[src/rtl/ciclo_bus_rtc.sv]
// Bus-cycle generator for the RTC multiplexed AD bus: one address phase plus one data phase per request.
// Optional RTC_AD_SYNC_EN: AD_in goes through a 2-flop synchronizer and the read pulse grows by 2 clocks.
module ciclo_bus_rtc #(
  parameter int T_PULSE = 10,
  parameter int T_GAP   = 5
) (
  input  logic       clk,
  input  logic       reset,
  input  logic       E_Lect,
  input  logic       E_Esc,
  input  logic [7:0] Dir_L,
  input  logic [7:0] Dir_E,
  input  logic [7:0] Dato_E,
  input  logic [7:0] AD_in,
  output logic       DIR,
  output logic       DAT,
  output logic       cambio_estado,
  output logic [7:0] Dato_L,
  output logic [7:0] AD_out,
  output logic       AD_oe,
  output logic       A_D,
  output logic       CS_n,
  output logic       RD_n,
  output logic       WR_n,
  output logic       ocupado
);

  localparam int CW = $clog2(T_PULSE + T_GAP + 4) + 1;

  typedef enum logic [3:0] {
    IDLE, DIR_S, ADR, ADR_H, DATO_R, DAT_S, DATO_W, REC, FIN
  } state_t;

  state_t          r_state, w_state_next;
  logic [CW-1:0]   r_cnt, w_cnt_next;
  logic            r_rd, w_rd_next;
  logic            r_prev_l, r_prev_e, r_pend_l, r_pend_e;
  logic            w_edge_l, w_edge_e, w_req_l, w_req_e, w_last, w_fin;
  logic [7:0]      w_ad_cap;

  logic            r_dir, r_dat, r_cambio, r_oe, r_a_d, r_cs_n, r_rd_n, r_wr_n, r_ocupado;
  logic [7:0]      r_dato_l, r_ad_out;
  logic            w_dir, w_dat, w_cambio, w_oe, w_a_d, w_cs_n, w_rd_n, w_wr_n, w_ocupado;
  logic [7:0]      w_ad_out;

`ifdef RTC_AD_SYNC_EN
  localparam int T_RD = T_PULSE + 2;
  logic [7:0] r_ad_s1, r_ad_s2;
  always_ff @(posedge clk or posedge reset) begin
    if (reset) begin
      r_ad_s1 <= '0;
      r_ad_s2 <= '0;
    end else begin
      r_ad_s1 <= AD_in;
      r_ad_s2 <= r_ad_s1;
    end
  end
  assign w_ad_cap = r_ad_s2;
`else
  localparam int T_RD = T_PULSE;
  assign w_ad_cap = AD_in;
`endif

  assign w_edge_l = E_Lect & ~r_prev_l;
  assign w_edge_e = E_Esc & ~r_prev_e;
  assign w_req_l  = r_pend_l | w_edge_l;
  assign w_req_e  = r_pend_e | w_edge_e;
  assign w_fin    = (r_state == FIN);

  always_comb begin
    w_last = 1'b1;
    case (r_state)
      ADR:          w_last = (r_cnt == CW'(T_PULSE - 1));
      ADR_H, REC:   w_last = (r_cnt == CW'(T_GAP - 1));
      DATO_R:       w_last = (r_cnt == CW'(T_RD - 1));
      DATO_W:       w_last = (r_cnt == CW'(T_PULSE - 1));
      default:      w_last = 1'b1;
    endcase
  end

  always_comb begin
    w_state_next = r_state;
    w_rd_next    = r_rd;
    case (r_state)
      IDLE: begin
        // Read wins arbitration; a losing write stays pending
        if (w_req_l) begin
          w_state_next = DIR_S;
          w_rd_next    = 1'b1;
        end else if (w_req_e) begin
          w_state_next = DIR_S;
          w_rd_next    = 1'b0;
        end
      end
      DIR_S:  w_state_next = ADR;
      ADR:    if (w_last) w_state_next = ADR_H;
      ADR_H:  if (w_last) w_state_next = r_rd ? DATO_R : DAT_S;
      DATO_R: if (w_last) w_state_next = DAT_S;
      DAT_S:  w_state_next = r_rd ? REC : DATO_W;
      DATO_W: if (w_last) w_state_next = REC;
      REC:    if (w_last) w_state_next = FIN;
      FIN:    w_state_next = IDLE;
      default: w_state_next = IDLE;
    endcase
    w_cnt_next = (w_state_next != r_state || w_state_next == IDLE) ? '0 : r_cnt + 1'b1;
  end

  // Output values are decoded from the next state so the registered outputs line up with the state.
  always_comb begin
    w_dir     = 1'b0;
    w_dat     = 1'b0;
    w_cambio  = 1'b0;
    w_oe      = 1'b0;
    w_a_d     = 1'b1;
    w_cs_n    = 1'b1;
    w_rd_n    = 1'b1;
    w_wr_n    = 1'b1;
    w_ad_out  = r_ad_out;
    w_ocupado = (w_state_next != IDLE);
    case (w_state_next)
      DIR_S: w_dir = 1'b1;
      ADR: begin
        w_a_d    = 1'b0;
        w_oe     = 1'b1;
        w_ad_out = w_rd_next ? Dir_L : Dir_E;
        w_cs_n   = 1'b0;
        w_wr_n   = 1'b0;
      end
      ADR_H: w_oe = 1'b1;
      DATO_R: begin
        w_cs_n = 1'b0;
        w_rd_n = 1'b0;
      end
      DAT_S: w_dat = 1'b1;
      DATO_W: begin
        w_oe     = 1'b1;
        w_ad_out = Dato_E;
        w_cs_n   = 1'b0;
        w_wr_n   = 1'b0;
      end
      FIN: w_cambio = 1'b1;
      default: ;
    endcase
  end

  always_ff @(posedge clk or posedge reset) begin
    if (reset) begin
      r_state   <= IDLE;
      r_cnt     <= '0;
      r_rd      <= 1'b0;
      r_prev_l  <= 1'b0;
      r_prev_e  <= 1'b0;
      r_pend_l  <= 1'b0;
      r_pend_e  <= 1'b0;
      r_dir     <= 1'b0;
      r_dat     <= 1'b0;
      r_cambio  <= 1'b0;
      r_oe      <= 1'b0;
      r_a_d     <= 1'b1;
      r_cs_n    <= 1'b1;
      r_rd_n    <= 1'b1;
      r_wr_n    <= 1'b1;
      r_ocupado <= 1'b0;
      r_ad_out  <= '0;
      r_dato_l  <= '0;
    end else begin
      r_state   <= w_state_next;
      r_cnt     <= w_cnt_next;
      r_rd      <= w_rd_next;
      r_prev_l  <= E_Lect;
      r_prev_e  <= E_Esc;
      r_pend_l  <= w_edge_l | (r_pend_l & ~(w_fin & r_rd));
      r_pend_e  <= w_edge_e | (r_pend_e & ~(w_fin & ~r_rd));
      r_dir     <= w_dir;
      r_dat     <= w_dat;
      r_cambio  <= w_cambio;
      r_oe      <= w_oe;
      r_a_d     <= w_a_d;
      r_cs_n    <= w_cs_n;
      r_rd_n    <= w_rd_n;
      r_wr_n    <= w_wr_n;
      r_ocupado <= w_ocupado;
      r_ad_out  <= w_ad_out;
      if (r_state == DATO_R && w_last)
        r_dato_l <= w_ad_cap;
    end
  end

  assign DIR           = r_dir;
  assign DAT           = r_dat;
  assign cambio_estado = r_cambio;
  assign Dato_L        = r_dato_l;
  assign AD_out        = r_ad_out;
  assign AD_oe         = r_oe;
  assign A_D           = r_a_d;
  assign CS_n          = r_cs_n;
  assign RD_n          = r_rd_n;
  assign WR_n          = r_wr_n;
  assign ocupado       = r_ocupado;

endmodule

[config.mk]
export PLATFORM = sky130hd
export DESIGN_NAME = ciclo_bus_rtc
export DESIGN_NICKNAME = d
export VERILOG_FILES = /design/src/rtl/ciclo_bus_rtc.sv
export SDC_FILE = /design/constraint.sdc
export NUM_CORES = 1
export LEC_CHECK = 0
export ABC_AREA = 0
export BUFFER_PORTS_ARGS = -buffer_cell sky130_fd_sc_hd__buf_2
export CORE_MARGIN = 2
export CORE_UTILIZATION = 54
export DETAILED_ROUTE_END_ITERATION = 7
export PLACE_DENSITY_LB_ADDON = 0.25
export SLEW_MARGIN = 20
export SYNTH_ARGS = -nofsm -noshare
export SYNTH_HDL_FRONTEND = slang
export SYNTH_SLANG_ARGS = --single-unit
[constraint.sdc]
create_clock -name clk -period 3.8 [get_ports clk]
set_input_delay 1.14 -clock clk [delete_from_list [all_inputs] [get_ports clk]]
set_output_delay 1.14 -clock clk [all_outputs]
set_load 0.03 [all_outputs]
**Word level (Yosys, flattened, before mapping)**

Index checks and enable logic that the tools add are counted.

- Register bits: 40
- Input port bits: 36

- Eq/ne operators: 18
- Multiplexer cells: 25
- Bitwise gates (word level): 15
- Reductions and logical operators: 11
- $add $sub $neg: 1

Operators with widths:

| cell | count |
|---|---|
| one-hot mux 4 bit (8 select lines) | 1 |
| == test 4 x 3 -> 1 bit (second input constant) | 7 |
| two-way mux 4 bit | 7 |
| == test 4 x 2 -> 1 bit (second input constant) | 4 |
| one-hot mux 8 bit (2 select lines) | 1 |
| two-way mux 1 bit | 13 |
| OR reduction 3 bit | 3 |
| == test 4 x 1 -> 1 bit (second input constant) | 2 |
| == test 4 bit (second input constant) | 2 |
| logical NOT 4 bit | 2 |
| two-way mux 8 bit | 1 |
| adder 6 x 1 -> 6 bit (second input constant) | 1 |
| bitwise AND 1 bit | 6 |
| == test 6 x 3 -> 1 bit (second input constant) | 1 |
| == test 6 x 4 -> 1 bit (second input constant) | 1 |
| two-way mux 6 bit | 1 |
| NOT 1 bit | 5 |
| inequality test 4 bit | 1 |
| bitwise OR 1 bit | 4 |
| nonzero test 4 bit | 1 |
| OR reduction 2 bit | 2 |
| one-hot mux 1 bit (2 select lines) | 1 |
| nonzero test 2 bit | 1 |
| logical AND 1 bit | 1 |
| logical OR 1 bit | 1 |

**Logic depth before layout (Yosys ltp)**

- Depth in word-level cells: 9
- Mapped depth: 7
- Gate-level depth less buffers: 6

**Least setup slack after synthesis**

No wires, ideal clock.

- Kind: input to register
- Start: input port E_Esc
- End: register r_ad_out[0] (netlist: AD_out[0])
- Arrival time: 2.840 ns
- Required time: 3.675 ns
- Path buffers: 0
- Slack: 0.835 ns
- Setup time: 0.125 ns
- Cell stages on the path: 6
- Cells stage by stage: nor2b_1 -> o211ai_1 -> a2bb2oi_1 -> mux2_2 -> mux2_4 -> mux2_2

- Longest elaborated chain between the ends: 7

Ends and longest elaborated chain:

| element | line | RTL |
|---|---|---|
| start: declaration | 10 | `input logic E_Esc,` |
| bitwise AND 1 bit * | 65 | `assign w_edge_e = E_Esc & ~r_prev_e;` |
| bitwise OR 1 bit * | 67 | `assign w_req_e = r_pend_e \| w_edge_e;` |
| two-way mux 4 bit / two-way mux 1 bit (equally long branches) | 90 | `end else if (w_req_e) begin` |
| two-way mux 4 bit / two-way mux 1 bit (equally long branches) | 87 | `if (w_req_l) begin` |
| one-hot mux 4 bit (8 select lines) / two-way mux 1 bit (equally long branches) | 84 | `case (r_state)` |
| == test 4 x 3 -> 1 bit (tied with other cells) | 120 | `case (w_state_next)` |
| one-hot mux 8 bit (2 select lines) / nonzero test 2 bit (equally long branches) | - |  |
| end signal: assignment | 183 | `r_ad_out <= w_ad_out;` |
| end: declaration | 42 | `logic [7:0] r_dato_l, r_ad_out;` |

Every way passes the cells marked *; elsewhere a longest branch is shown, timed or not.
A chain may end at the register's enable or synchronous reset.

**Final worst setup path**

- Start: input port E_Esc
- End: register r_ocupado (netlist: ocupado)

- Longest elaborated chain between the ends: 6

Ends and longest elaborated chain:

| element | line | RTL |
|---|---|---|
| bitwise AND 1 bit | 65 |  |
| bitwise OR 1 bit | 67 |  |
| two-way mux 4 bit | 90 |  |
| two-way mux 4 bit | 87 |  |
| one-hot mux 4 bit (8 select lines) | 84 |  |
| nonzero test 4 bit | 119 | `w_ocupado = (w_state_next != IDLE);` |
| via w_ocupado | 43 | `logic w_dir, w_dat, w_cambio, w_oe, w_a_d, w_cs_n, w_rd_n, w_wr_n, w_ocupado;` |
| end signal: assignment | 182 | `r_ocupado <= w_ocupado;` |
| end: declaration | 41 | `logic r_dir, r_dat, r_cambio, r_oe, r_a_d, r_cs_n, r_rd_n, r_wr_n, r_ocupado;` |

The timed path passes the listed nets, and every way through them passes these cells.

==> results.json <==
{
  "multiInputGateArea_um2": 882,
  "core_um2": 3390,
  "die_area_um2": 4090,
  "cts_tree": "built",
  "grt_pass1_wl_um": 6840,
  "timing_worst_slew_pin_value_ps": 925,
  "ctsHoldBuffers": 0,
  "grt_pass1_vias": 1551,
  "drc_errors": 0,
  "antenna_cells": 0,
  "crit_top_cell": "a211oi_1",
  "netlist_area_um2": 1940,
  "critPathArrivalTime_ps": 3040,
  "cts_setup_buffers": 0,
  "chipHeight_um": 64.0,
  "drive_gt1_share_pct": 51.8,
  "antenna_left": 0,
  "dr.pass1.iters": 4,
  "cts_root_buf": "clkbuf_4",
  "crit_slowest_cell": "a21boi_0",
  "insertion_delay_ps": 350,
  "slew_violations": 0,
  "h-tree-depth": 2,
  "wl_um": 4120,
  "path_clk_slew_ps": 120,
  "min_path_type": "register to register",
  "hold_viol": 0,
  "avgViaCountPerCell": 5.60,
  "area_growth_pct": 24.4,
  "maxCapViolCount": 0,
  "leakage_nw": 1.15,
  "fillers": 250,
  "wire_per_inst_um": 15.4,
  "port-buffer-count": 60,
  "setup_tns_ps": 0,
  "max_freq_mhz": 353,
  "synthDistinctLibCells": 44,
  "outcome": "completed",
  "max_stage_delay_ps": 580,
  "yosysWarnings": 0,
  "synth-seq-cells": 40,
  "syn-num-nets": 194,
  "setup_viol": 0,
  "via_count": 1501,
  "min_period_over_period_pct": 74.6,
  "end_kind": "register",
  "syn-instance-count": 157,
  "path_cells": "buf_2 -> nor2b_1 -> o41ai_1 -> a211oi_1 -> a211oi_1 -> a21boi_0 -> o21ai_0",
  "criticalPathCategory": "input port to register",
  "ys_seq_area_share_pct": 51.8,
  "instances_no_fill": 268,
  "final_nets": 258,
  "io_pins": 61,
  "cts_buffers": 5,
  "gp_congestion": 0.836,
  "clock-sinks": 40,
  "path_max_fanout": 6,
  "track_usage_pct": 21.9,
  "slew_headroom_pct": 38.2,
  "skew_ps": 2.69,
  "avgSynthCellArea_um2": 12.4,
  "final_common_cell": "buf_2",
  "rows": 21,
  "cp-start-kind": "input port",
  "dp.cells": 260,
  "grt_max_degree": 26,
  "cp_data_required_time_ps": 4010,
  "place.detailed.hpwl_um": 3060,
  "gr-total-overflow": 0,
  "start_util_pct": 57.3,
  "antenna_found_initial": 0,
  "ctsResizeCount": 0,
  "layout_common_cells": "buf_2 (60), dfrtp_1 (36), mux2_2 (24), nor2_1 (14), mux2_4 (8)",
  "fin_crit_ps": 2830,
  "grt_setup_unrepaired": "false",
  "max-vdd-ir-drop_mv": 0.559,
  "die_x_um": 64.0,
  "ff_latch_area_um2": 1010,
  "cts.path.max_buffers": 2,
  "powerDensity_nw_per_um2": 922,
  "drt_iter0_drc": 101
}
[registers in the layout (all words and copies together) (netlist names), 4 cells and up]
register	flops
r_state	4
r_cnt	6
AD_out	8
Dato_L	8
[worst max-delay path: cells and delay by family]
kind / cells / cell delay, ps
simple gates: 1 / 160
compound gates: 5 / 1650
buf+inv: 1 / 100
[stage by stage]
stage | area [µm²] | hold slack, ps | power [mW] | setup slack [ps] | util (%)
finish | 2410 | 518 | 2.23 | 965 | 71.2
global route | 2410 | 535 | 2.35 | 806 | 71.2
CTS | 2410 | 522 | 2.24 | 977 | 71.2
detailed placement | 2290 | 488 | 1.82 | 687 | 67.5
global placement | 2290 | 482 | 1.76 | 768 | 67.5
floorplan | 1940 | 474 | 1.56 | 835 | -
[cell usage after synthesis (all sizes together)]
cell	instances	share of area, %
o211ai	2	0.77
o311a	1	0.52
nor3	3	0.77
nor2	14	2.7
a211oi	2	0.77
nand2	5	1.2
a21boi	1	0.39
nor4	1	0.32
mux2i	2	1.7
or3	1	0.32
clkbuf	2	0.39
nand2b	1	0.32
xor2	3	1.4
o21ai	5	1.3
xnor2	1	0.45
and2	2	0.71
a2111oi	2	1.3
o2111ai	1	0.45
a21o	1	0.39
or4	1	0.58
o21a	1	0.39
buf	3	1.0
ha	1	0.64
and3	3	1.1
dfstp	4	5.4
dfrtp	36	46
o41ai	1	0.45
a21oi	4	1.6
o2111a	1	0.58
nand3	7	1.8
inv	7	1.4
o311ai	1	0.45
a2111o	1	0.58
mux2	32	20
nor2b	3	0.97
a2bb2oi	1	0.45
[worst paths after layout]
check                                       from                     to  slack (ps)  cells after the start
min in group asynchronous                  reset  Dato_L[0]$_DFFE_PP0P_         970                      2
setup / recovery                           E_Esc      ocupado$_DFF_PP0_         970                      7
hold / removal             Dato_L[0]$_DFFE_PP0P_  Dato_L[0]$_DFFE_PP0P_         520                      1
hold reg to reg            Dato_L[0]$_DFFE_PP0P_  Dato_L[0]$_DFFE_PP0P_         520                      1
max in group asynchronous                  reset         WR_n$_DFF_PP1_        2000                      3
setup reg to reg              r_cnt[3]$_DFF_PP0_  AD_out[6]$_DFFE_PP0P_         980                      6
[logic make-up after synthesis]
family          synth area share, %
compound gates                 10.4
xor+xnor                       1.80
fa+ha+maj                     0.644
flops                          51.8
simple gates                   10.8
mux                            21.8
buf+inv                        2.77
[final cells by class]
class | instances | share of cell area, %
clock buffer | 5 | 1.55
clock inverter | 3 | 3.73
inverter | 7 | 1.09
multi-input combinational | 105 | 36.5
sequential | 40 | 41.7
tap | 46 | 2.38
timing repair buffer | 62 | 13.1
[power by group]
part	switching, mW	internal, mW	leakage [nW]
combinational	0.608	0.455	0.617
clock	0.146	0.271	0.0654
sequential	0.142	0.605	0.465
total	0.896	1.33	1.15
[routing by layer]
metal | GRT usage [%] | up-vias | share of wire (%)
li1 | - | 695 | -
met1 | 25.0 | 725 | 40
met2 | 39.2 | 70 | 52
met3 | 4.05 | 11 | 6.2
met4 | 10.1 | 0 | 2.3
met5 | 0 | - | 0
Power figures use the tool's default switching activity.
